$ cat config.mk
export PLATFORM = sky130hd
export DESIGN_NAME = bus_master_if
export DESIGN_NICKNAME = d
export VERILOG_FILES = /design/src/rtl/bus_pkg.sv /design/src/rtl/bus_watchdog.sv /design/src/rtl/bus_master_if.sv
export SDC_FILE = /design/constraint.sdc
export NUM_CORES = 1
export LEC_CHECK = 0
export CAP_MARGIN = 20
export CORE_MARGIN = 5
export CORE_UTILIZATION = 44
export DETAILED_ROUTE_END_ITERATION = 16
export PLACE_DENSITY = 0.79
export SLEW_MARGIN = 20
export SYNTH_ARGS = -nofsm -noshare
export SYNTH_HDL_FRONTEND = slang
export SYNTH_HIERARCHICAL = 1
export SYNTH_SLANG_ARGS = --single-unit
$ cat constraint.sdc
create_clock -name clk -period 6.33 [get_ports clk]
set_input_delay 1.899 -clock clk [delete_from_list [all_inputs] [get_ports clk]]
set_output_delay 1.899 -clock clk [all_outputs]
set_load 0.05 [all_outputs]
$ cat src/rtl/bus_pkg.sv
// Shared bus definitions: control-bus bit positions, master FSM states and default widths.
package bus_pkg;

   localparam int unsigned BUS_WIDTH_DEF  = 32;
   localparam int unsigned CTRL_WIDTH_DEF = 8;
   localparam int unsigned TIMEOUT_DEF    = 255;
   localparam int unsigned BURST_WIDTH    = 3;

   localparam int unsigned CTRL_WAIT      = 0;
   localparam int unsigned CTRL_WE        = 1;
   localparam int unsigned CTRL_BURST_LSB = 2;
   localparam int unsigned CTRL_BURST_MSB = 4;

   typedef enum logic [2:0] {
      IDLE,
      REQ,
      ADDR,
      TURN,
      DATA,
      REL
   } mst_state_t;

   // Address-phase control word: WAIT low, WE and BURST set, reserved bits zero.
   function automatic logic [CTRL_WIDTH_DEF-1:0] ctrl_addr_phase(
      input logic                   we,
      input logic [BURST_WIDTH-1:0] burst
   );
      logic [CTRL_WIDTH_DEF-1:0] w;
      w                                = '0;
      w[CTRL_WE]                       = we;
      w[CTRL_BURST_MSB:CTRL_BURST_LSB] = burst;
      return w;
   endfunction

endpackage

$ cat src/rtl/bus_watchdog.sv
// Stall watchdog: clear/enable cycle counter that flags the TIMEOUT-th consecutive stalled cycle.
module bus_watchdog #(
   parameter int unsigned TIMEOUT = 255
) (
   input  logic clk,
   input  logic reset_n,
   input  logic i_clr,
   input  logic i_en,
   output logic o_tc_c
);

   localparam int unsigned CNT_W = (TIMEOUT < 2) ? 1 : $clog2(TIMEOUT);

   logic [CNT_W-1:0] r_cnt;

   // Terminal count is raised during the stalled cycle that completes TIMEOUT stalls.
   assign o_tc_c = i_en && (r_cnt == CNT_W'(TIMEOUT - 1));

   always_ff @(posedge clk or negedge reset_n) begin
      if (!reset_n) begin
         r_cnt <= '0;
      end else if (i_clr) begin
         r_cnt <= '0;
      end else if (i_en) begin
         r_cnt <= r_cnt + CNT_W'(1);
      end
   end

endmodule

$ cat src/rtl/bus_master_if.sv
// Master-side bus port: runs request/address/turnaround/data/release for one client burst,
// streaming write beats out, returning read beats, and aborting on a stall timeout.
module bus_master_if
   import bus_pkg::*;
#(
   parameter int unsigned BUS_WIDTH  = BUS_WIDTH_DEF,
   parameter int unsigned CTRL_WIDTH = CTRL_WIDTH_DEF,
   parameter int unsigned TIMEOUT    = TIMEOUT_DEF
) (
   input  logic                   clk,
   input  logic                   reset_n,
   input  logic                   cmd_start,
   input  logic [BUS_WIDTH-1:0]   cmd_addr,
   input  logic                   cmd_we,
   input  logic [BURST_WIDTH-1:0] cmd_burst,
   output logic                   cmd_busy,
   output logic                   cmd_done,
   output logic                   cmd_err,
   input  logic [BUS_WIDTH-1:0]   wr_data,
   output logic                   wr_pop,
   output logic [BUS_WIDTH-1:0]   rd_data,
   output logic                   rd_valid,
   output logic                   req,
   input  logic                   ack,
   output logic [CTRL_WIDTH-1:0]  ctrl_in,
   output logic [BUS_WIDTH-1:0]   bus_in,
   input  logic [CTRL_WIDTH-1:0]  ctrl_out,
   input  logic [BUS_WIDTH-1:0]   bus_out
);

   mst_state_t             r_state;
   mst_state_t             w_next;

   logic [BUS_WIDTH-1:0]   r_addr;
   logic                   r_we;
   logic [BURST_WIDTH-1:0] r_burst;
   logic [BURST_WIDTH-1:0] r_beat;
   logic                   r_rel_last;

   logic                   r_req;
   logic [CTRL_WIDTH-1:0]  r_ctrl_in;
   logic [BUS_WIDTH-1:0]   r_bus_in;
   logic                   r_busy;
   logic                   r_done;
   logic                   r_err;
   logic [BUS_WIDTH-1:0]   r_rd_data;
   logic                   r_rd_valid;

   logic                   w_req_d;
   logic [CTRL_WIDTH-1:0]  w_ctrl_d;
   logic [BUS_WIDTH-1:0]   w_bus_d;
   logic                   w_done_d;
   logic                   w_err_d;
   logic                   w_beat_done;
   logic                   w_last_beat;
   logic                   w_wd_en;
   logic                   w_wd_clr;
   logic                   w_wd_tc;
   logic                   w_unused_ctrl;

   assign w_unused_ctrl = ^ctrl_out[CTRL_WIDTH-1:1];

   assign w_beat_done = (r_state == DATA) && !ctrl_out[CTRL_WAIT];
   assign w_last_beat = w_beat_done && (r_beat == r_burst);
   assign w_wd_en     = ((r_state == REQ) && !ack) ||
                        ((r_state == DATA) && ctrl_out[CTRL_WAIT]);
   assign w_wd_clr    = (w_next != r_state) || w_beat_done;

   bus_watchdog #(
      .TIMEOUT (TIMEOUT)
   ) u_watchdog (
      .clk     (clk),
      .reset_n (reset_n),
      .i_clr   (w_wd_clr),
      .i_en    (w_wd_en),
      .o_tc_c  (w_wd_tc)
   );

   // State register.
   always_ff @(posedge clk or negedge reset_n) begin
      if (!reset_n) begin
         r_state <= IDLE;
      end else begin
         r_state <= w_next;
      end
   end

   // Next state plus next values of the registered outputs, decoded from the state being entered.
   always_comb begin
      w_next   = r_state;
      w_req_d  = 1'b0;
      w_ctrl_d = '0;
      w_bus_d  = '0;
      w_done_d = 1'b0;
      w_err_d  = 1'b0;

      unique case (r_state)
         IDLE: begin
            if (cmd_start) w_next = REQ;
         end
         REQ: begin
            if (ack) begin
               w_next = ADDR;
            end else if (w_wd_tc) begin
               w_next  = REL;
               w_err_d = 1'b1;
            end
         end
         ADDR: w_next = TURN;
         TURN: w_next = DATA;
         DATA: begin
            if (w_last_beat) begin
               w_next   = REL;
               w_done_d = 1'b1;
            end else if (w_wd_tc) begin
               w_next  = REL;
               w_err_d = 1'b1;
            end
         end
         REL: begin
            if (r_rel_last) w_next = IDLE;
         end
         default: w_next = IDLE;
      endcase

      w_req_d = (w_next == REQ) || (w_next == ADDR) || (w_next == TURN) || (w_next == DATA);
      if (w_next == ADDR) begin
         w_bus_d  = r_addr;
         w_ctrl_d = CTRL_WIDTH'(ctrl_addr_phase(r_we, r_burst));
      end
   end

   // Command latch, beat counter and release sequencing.
   always_ff @(posedge clk or negedge reset_n) begin
      if (!reset_n) begin
         r_addr     <= '0;
         r_we       <= 1'b0;
         r_burst    <= '0;
         r_beat     <= '0;
         r_rel_last <= 1'b0;
      end else begin
         if ((r_state == IDLE) && cmd_start) begin
            r_addr  <= cmd_addr;
            r_we    <= cmd_we;
            r_burst <= cmd_burst;
         end
         if (r_state != DATA) begin
            r_beat <= '0;
         end else if (w_beat_done) begin
            r_beat <= r_beat + BURST_WIDTH'(1);
         end
         r_rel_last <= (r_state == REL) && !r_rel_last;
      end
   end

   // Registered outputs and read-beat capture.
   always_ff @(posedge clk or negedge reset_n) begin
      if (!reset_n) begin
         r_req      <= 1'b0;
         r_ctrl_in  <= '0;
         r_bus_in   <= '0;
         r_busy     <= 1'b0;
         r_done     <= 1'b0;
         r_err      <= 1'b0;
         r_rd_data  <= '0;
         r_rd_valid <= 1'b0;
      end else begin
         r_req      <= w_req_d;
         r_ctrl_in  <= w_ctrl_d;
         r_bus_in   <= w_bus_d;
         r_busy     <= (w_next != IDLE);
         r_done     <= w_done_d;
         r_err      <= w_err_d;
         r_rd_valid <= w_beat_done && !r_we;
         if (w_beat_done && !r_we) begin
            r_rd_data <= bus_out;
         end
      end
   end

   // Write beats must reach the bus and pop in the same cycle the slave drops WAIT.
   assign wr_pop   = w_beat_done && r_we;
   assign bus_in   = ((r_state == DATA) && r_we) ? wr_data : r_bus_in;

   assign req      = r_req;
   assign ctrl_in  = r_ctrl_in;
   assign cmd_busy = r_busy;
   assign cmd_done = r_done;
   assign cmd_err  = r_err;
   assign rd_data  = r_rd_data;
   assign rd_valid = r_rd_valid;

endmodule

======== Word-level counts from Yosys, hierarchy flattened ========
Index checks and enable logic that the tools add are counted.
word-level totals
  register bits after elaboration ......... 128
  word-level logic and storage cells ...... 72
cells by class
  add/subtract/negate cells ............... 2
  equal/unequal tests ..................... 13
  mux-type cells .......................... 19
  reduce and logical (&&, ||, !) cells .... 23
operator list
  cell                   count
  $mux W32               2
  $mux W3                7
  $pmux W3 S6            1
  $mux W8                2
  $eq A3 B2 Y1 const B   4
  $logic_and A1 B1 Y1    10
  $eq A3 B3 Y1 const B   3
  $add A8 B1 Y8 const B  1
  $eq A8 B8 Y1 const B   1
  $eq A3 B1 Y1 const B   2
  $logic_or A1 B1 Y1     5
  $mux W1                5
  $mux W5                1
  $logic_not A1 Y1       4
  $reduce_bool A2 Y1     2
  $add A3 B1 Y3 const B  1
  $eq A3 B3 Y1           1
  $logic_not A3 Y1       1
  $ne A3 B3 Y1           1
  $ne A3 B3 Y1 const B   1
  $reduce_bool A3 Y1     1
  $pmux W1 S2            1

======== Longest topological paths before layout ========
  word-level depth ........................ 11
  gate-level depth with buffers ........... 12

======== Modules after synthesis ========
Netlist, hierarchy kept.
by module, submodules not included
  module         times used  cells each  area each (µm²)
  bus_master_if  1           326         4733.3
  bus_watchdog   1           41          411.6

======== Worst setup path after synthesis ========
No wires, ideal clock.
  path kind ............................... input to output
  start ................................... in ctrl_out[0]
  end ..................................... out wr_pop
  arrival time ............................ 3.105 ns
  data required time ...................... 4.431 ns
  setup slack ............................. 1.326 ns
  stages .................................. 2
  buffers on the path ..................... 1
  path through ............................ buf_6 nor3_1
on the way
  word-level cells in the longest chain between the ends .. 3
RTL lines
  item                 line                  source
  from (decl)          bus_master_if.sv:27   input logic [CTRL_WIDTH-1:0] ctrl_out,
  $logic_not A1 Y1     bus_master_if.sv:63   assign w_beat_done = (r_state == DATA) && !ctrl_out[CTRL_WAIT];
  $logic_and A1 B1 Y1  bus_master_if.sv:63
  $logic_and A1 B1 Y1  bus_master_if.sv:182  assign wr_pop = w_beat_done && r_we;
  to (decl)            bus_master_if.sv:20   output logic wr_pop,
No other way between the ends.

======== Worst setup path after layout ========
Ends and elaborated chain as after synthesis.

==> flow_summary.toml <==
[timing]
slew_headroom = 0.362
worst_pin_slew_ns = 0.957
post-route-period-util = 0.859
drv_slew = 0
setup-tns-final_ns = 0
skew_ns = 0.00453
fin_crit_ns = 5.44
max_freq_ghz = 0.184
grt_setup_unrepaired = "false"
timing.final.hold_violations = 0
finalSetupViolations = 0

[finish]
fin_nets = 661
drive_above_1_share = 0.260
ff_latch_area_um2 = 3100
antenna_cells = 0
multi_input_area_um2 = 1920
layout_common_cells = "177 x clkdlybuf4s50_1, 124 x dfrtp_1, 99 x mux2_2"
area_growth_pct = 49.0
fillers = 851
layout_commonest_cell = "clkdlybuf4s50_1"

[place]
place.gp.congestion = 0.740
port-buffer-count = 178
dp_hpwl_um = 8140

[synthesis]
synth_area_leaders = "dfrtp_1 60%, mux2_2 22%, and2_1 4.5%"
synth-seq-cells = 124
synth_area_um2 = 5140
ys_seq_area_frac = 0.603
async_flop_share = 1.00
yosysWarnings = 6
yosys.area.top_type = "dfrtp_1"
synthFlopType = "dfrtp_1"
yosys.cell_types.count = 40
synth_top_area_frac = 0.603
synth_edf_count = 0
syn_inst = 367
syn_avg_cell_area_um2 = 14.0

[clocking]
cts_tree = "yes"
post_cts_buffers = 0
htree_levels = 4
cts.sinks = 124
cts_root_buf = "clkbuf_16"
hold_buffers = 0
clk_latency_ns = 0.40
clk_pin_slew_ns = 0.05
post_cts_resized = 0
numCtsBuffers = 17
cts_buffer_depth = 2

[floorplan]
die_x_um = 118
die_area_um2 = 14000
die_h_um = 118
core-area_um2 = 11400
rows = 39
start_util = 0.451
ios = 190

[global_route]
antenna_found_initial = 0
grt_start_max_net_pins = 79
grt_pass1_vias = 3806
grt_use_total = 0.171
grt_first_pass_wirelength_um = 19200
grt_overflow = 0

[detailed_routing]
ant_nets = 0
drtIter0Drc = 110
drc = 0
drt_pass1_iterations = 4
vias = 3402
wl_um = 11500
viasPerCell = 4.85
avgRoutedWirePerCell_um = 16.4

[critical_path]
r2r_cells = 9
critPathCaptureType = "output pin"
start_kind = "primary input"
critPathMaxFanout = 7
cp.arrival_ns = 3.54
cp_data_required_time_ns = 4.43
path_class = "primary input to output pin"

[flow_run]
drv_cap = 0

[run_status]
outcome = "complete, no violations"

[power_and_ir_drop]
vdd_drop_max_mv = 0.310
p_total_mw = 3.95
p_per_area_nw_per_um2 = 516
p_leak_nw = 3.35

[worst_hold_path]
hp-class = "flop to flop"
min_path_cells = 1
power breakdown:
group          switching, mW  internal [mW]
clock network          0.319          0.719
logic                  0.967          0.698
registers              0.164           1.09
synth_stat cells, types with 3 or more instances:
library cell	count
a21oi_1	5
and2_1	37
buf_2	12
buf_4	5
clkbuf_1	6
dfrtp_1	124
ha_1	3
inv_1	4
mux2_2	99
nand2_1	4
nand4_1	3
nor2_1	13
nor2b_1	4
o21ai_0	9
or3_1	3
xor2_1	7
worst max-delay path: stages:
cell and delay (ns):
clkdlybuf4s50_1 0.56, nor3_1 0.25, clkdlybuf4s50_1 0.83
layer usage:
layer,part of all wire,track usage,vias to the layer above
met3,0.089,0.0798,11
met1,0.42,0.199,1648
met5,0,0,-
met2,0.48,0.280,142
li1,-,-,1601
met4,0.014,0.0595,0
through the flow:
| step | instance area (um^2) | instances | worst slack, ns | hold slack, ns | utilization |
|---|---|---|---|---|---|
| after floorplan | 5160 | 370 | 1.33 | 0.449 | - |
| after global placement | 7020 | 670 | 0.899 | 0.458 | 0.615 |
| after detailed placement | 7020 | 670 | 0.896 | 0.462 | 0.615 |
| after CTS | 7660 | 701 | 0.873 | 0.475 | 0.671 |
| after global routing | 7670 | 701 | 0.782 | 0.491 | 0.671 |
| final | 7670 | 701 | 0.891 | 0.470 | 0.671 |
cell families (layout without fill, tap and decap cells):
kind of cell	Yosys count	in the layout	synth area share
XOR/XNOR	10	10	0.0185
AO/OA/AOI/OAI	19	19	0.0236
other	1	4	0.000729
flip-flops	124	124	0.603
multiplexers	100	100	0.219
adder cells (fa/ha/maj)	3	3	0.00730
buffers and inverters	28	216	0.0285
AND/OR/NAND/NOR	82	82	0.0997
state kept, by name, summed over array words and instances, names as in the netlist:
signal            count
cmd_busy              1
cmd_done              1
cmd_err               1
ctrl_in               4
r_addr               32
r_beat                3
r_burst               3
r_bus_in             32
r_rel_last            1
r_state               3
r_we                  1
rd_data              32
rd_valid              1
req                   1
u_watchdog/r_cnt      8
cell type report:
cell class	instances	area share
well taps	143	0.0233
multi-input cells	218	0.251
clock buffers	25	0.0672
inverters	4	0.00196
flip-flops and latches	124	0.405
repair buffers	181	0.235
clock inverters	6	0.0170
worst paths after layout:
kind                             startpoint                  end  slack, ns
worst max-delay path            ctrl_out[0]               wr_pop       0.89
worst min-delay path             r_addr[19]         r_bus_in[19]       0.47
worst max register to register   r_state[2]  u_watchdog/r_cnt[0]       3.19
worst min register to register   r_addr[19]         r_bus_in[19]       0.47
max in group asynchronous           reset_n           r_state[0]       3.51
min in group asynchronous           reset_n           r_addr[10]       1.64
Note: power is estimated with default switching activity, not from simulation.
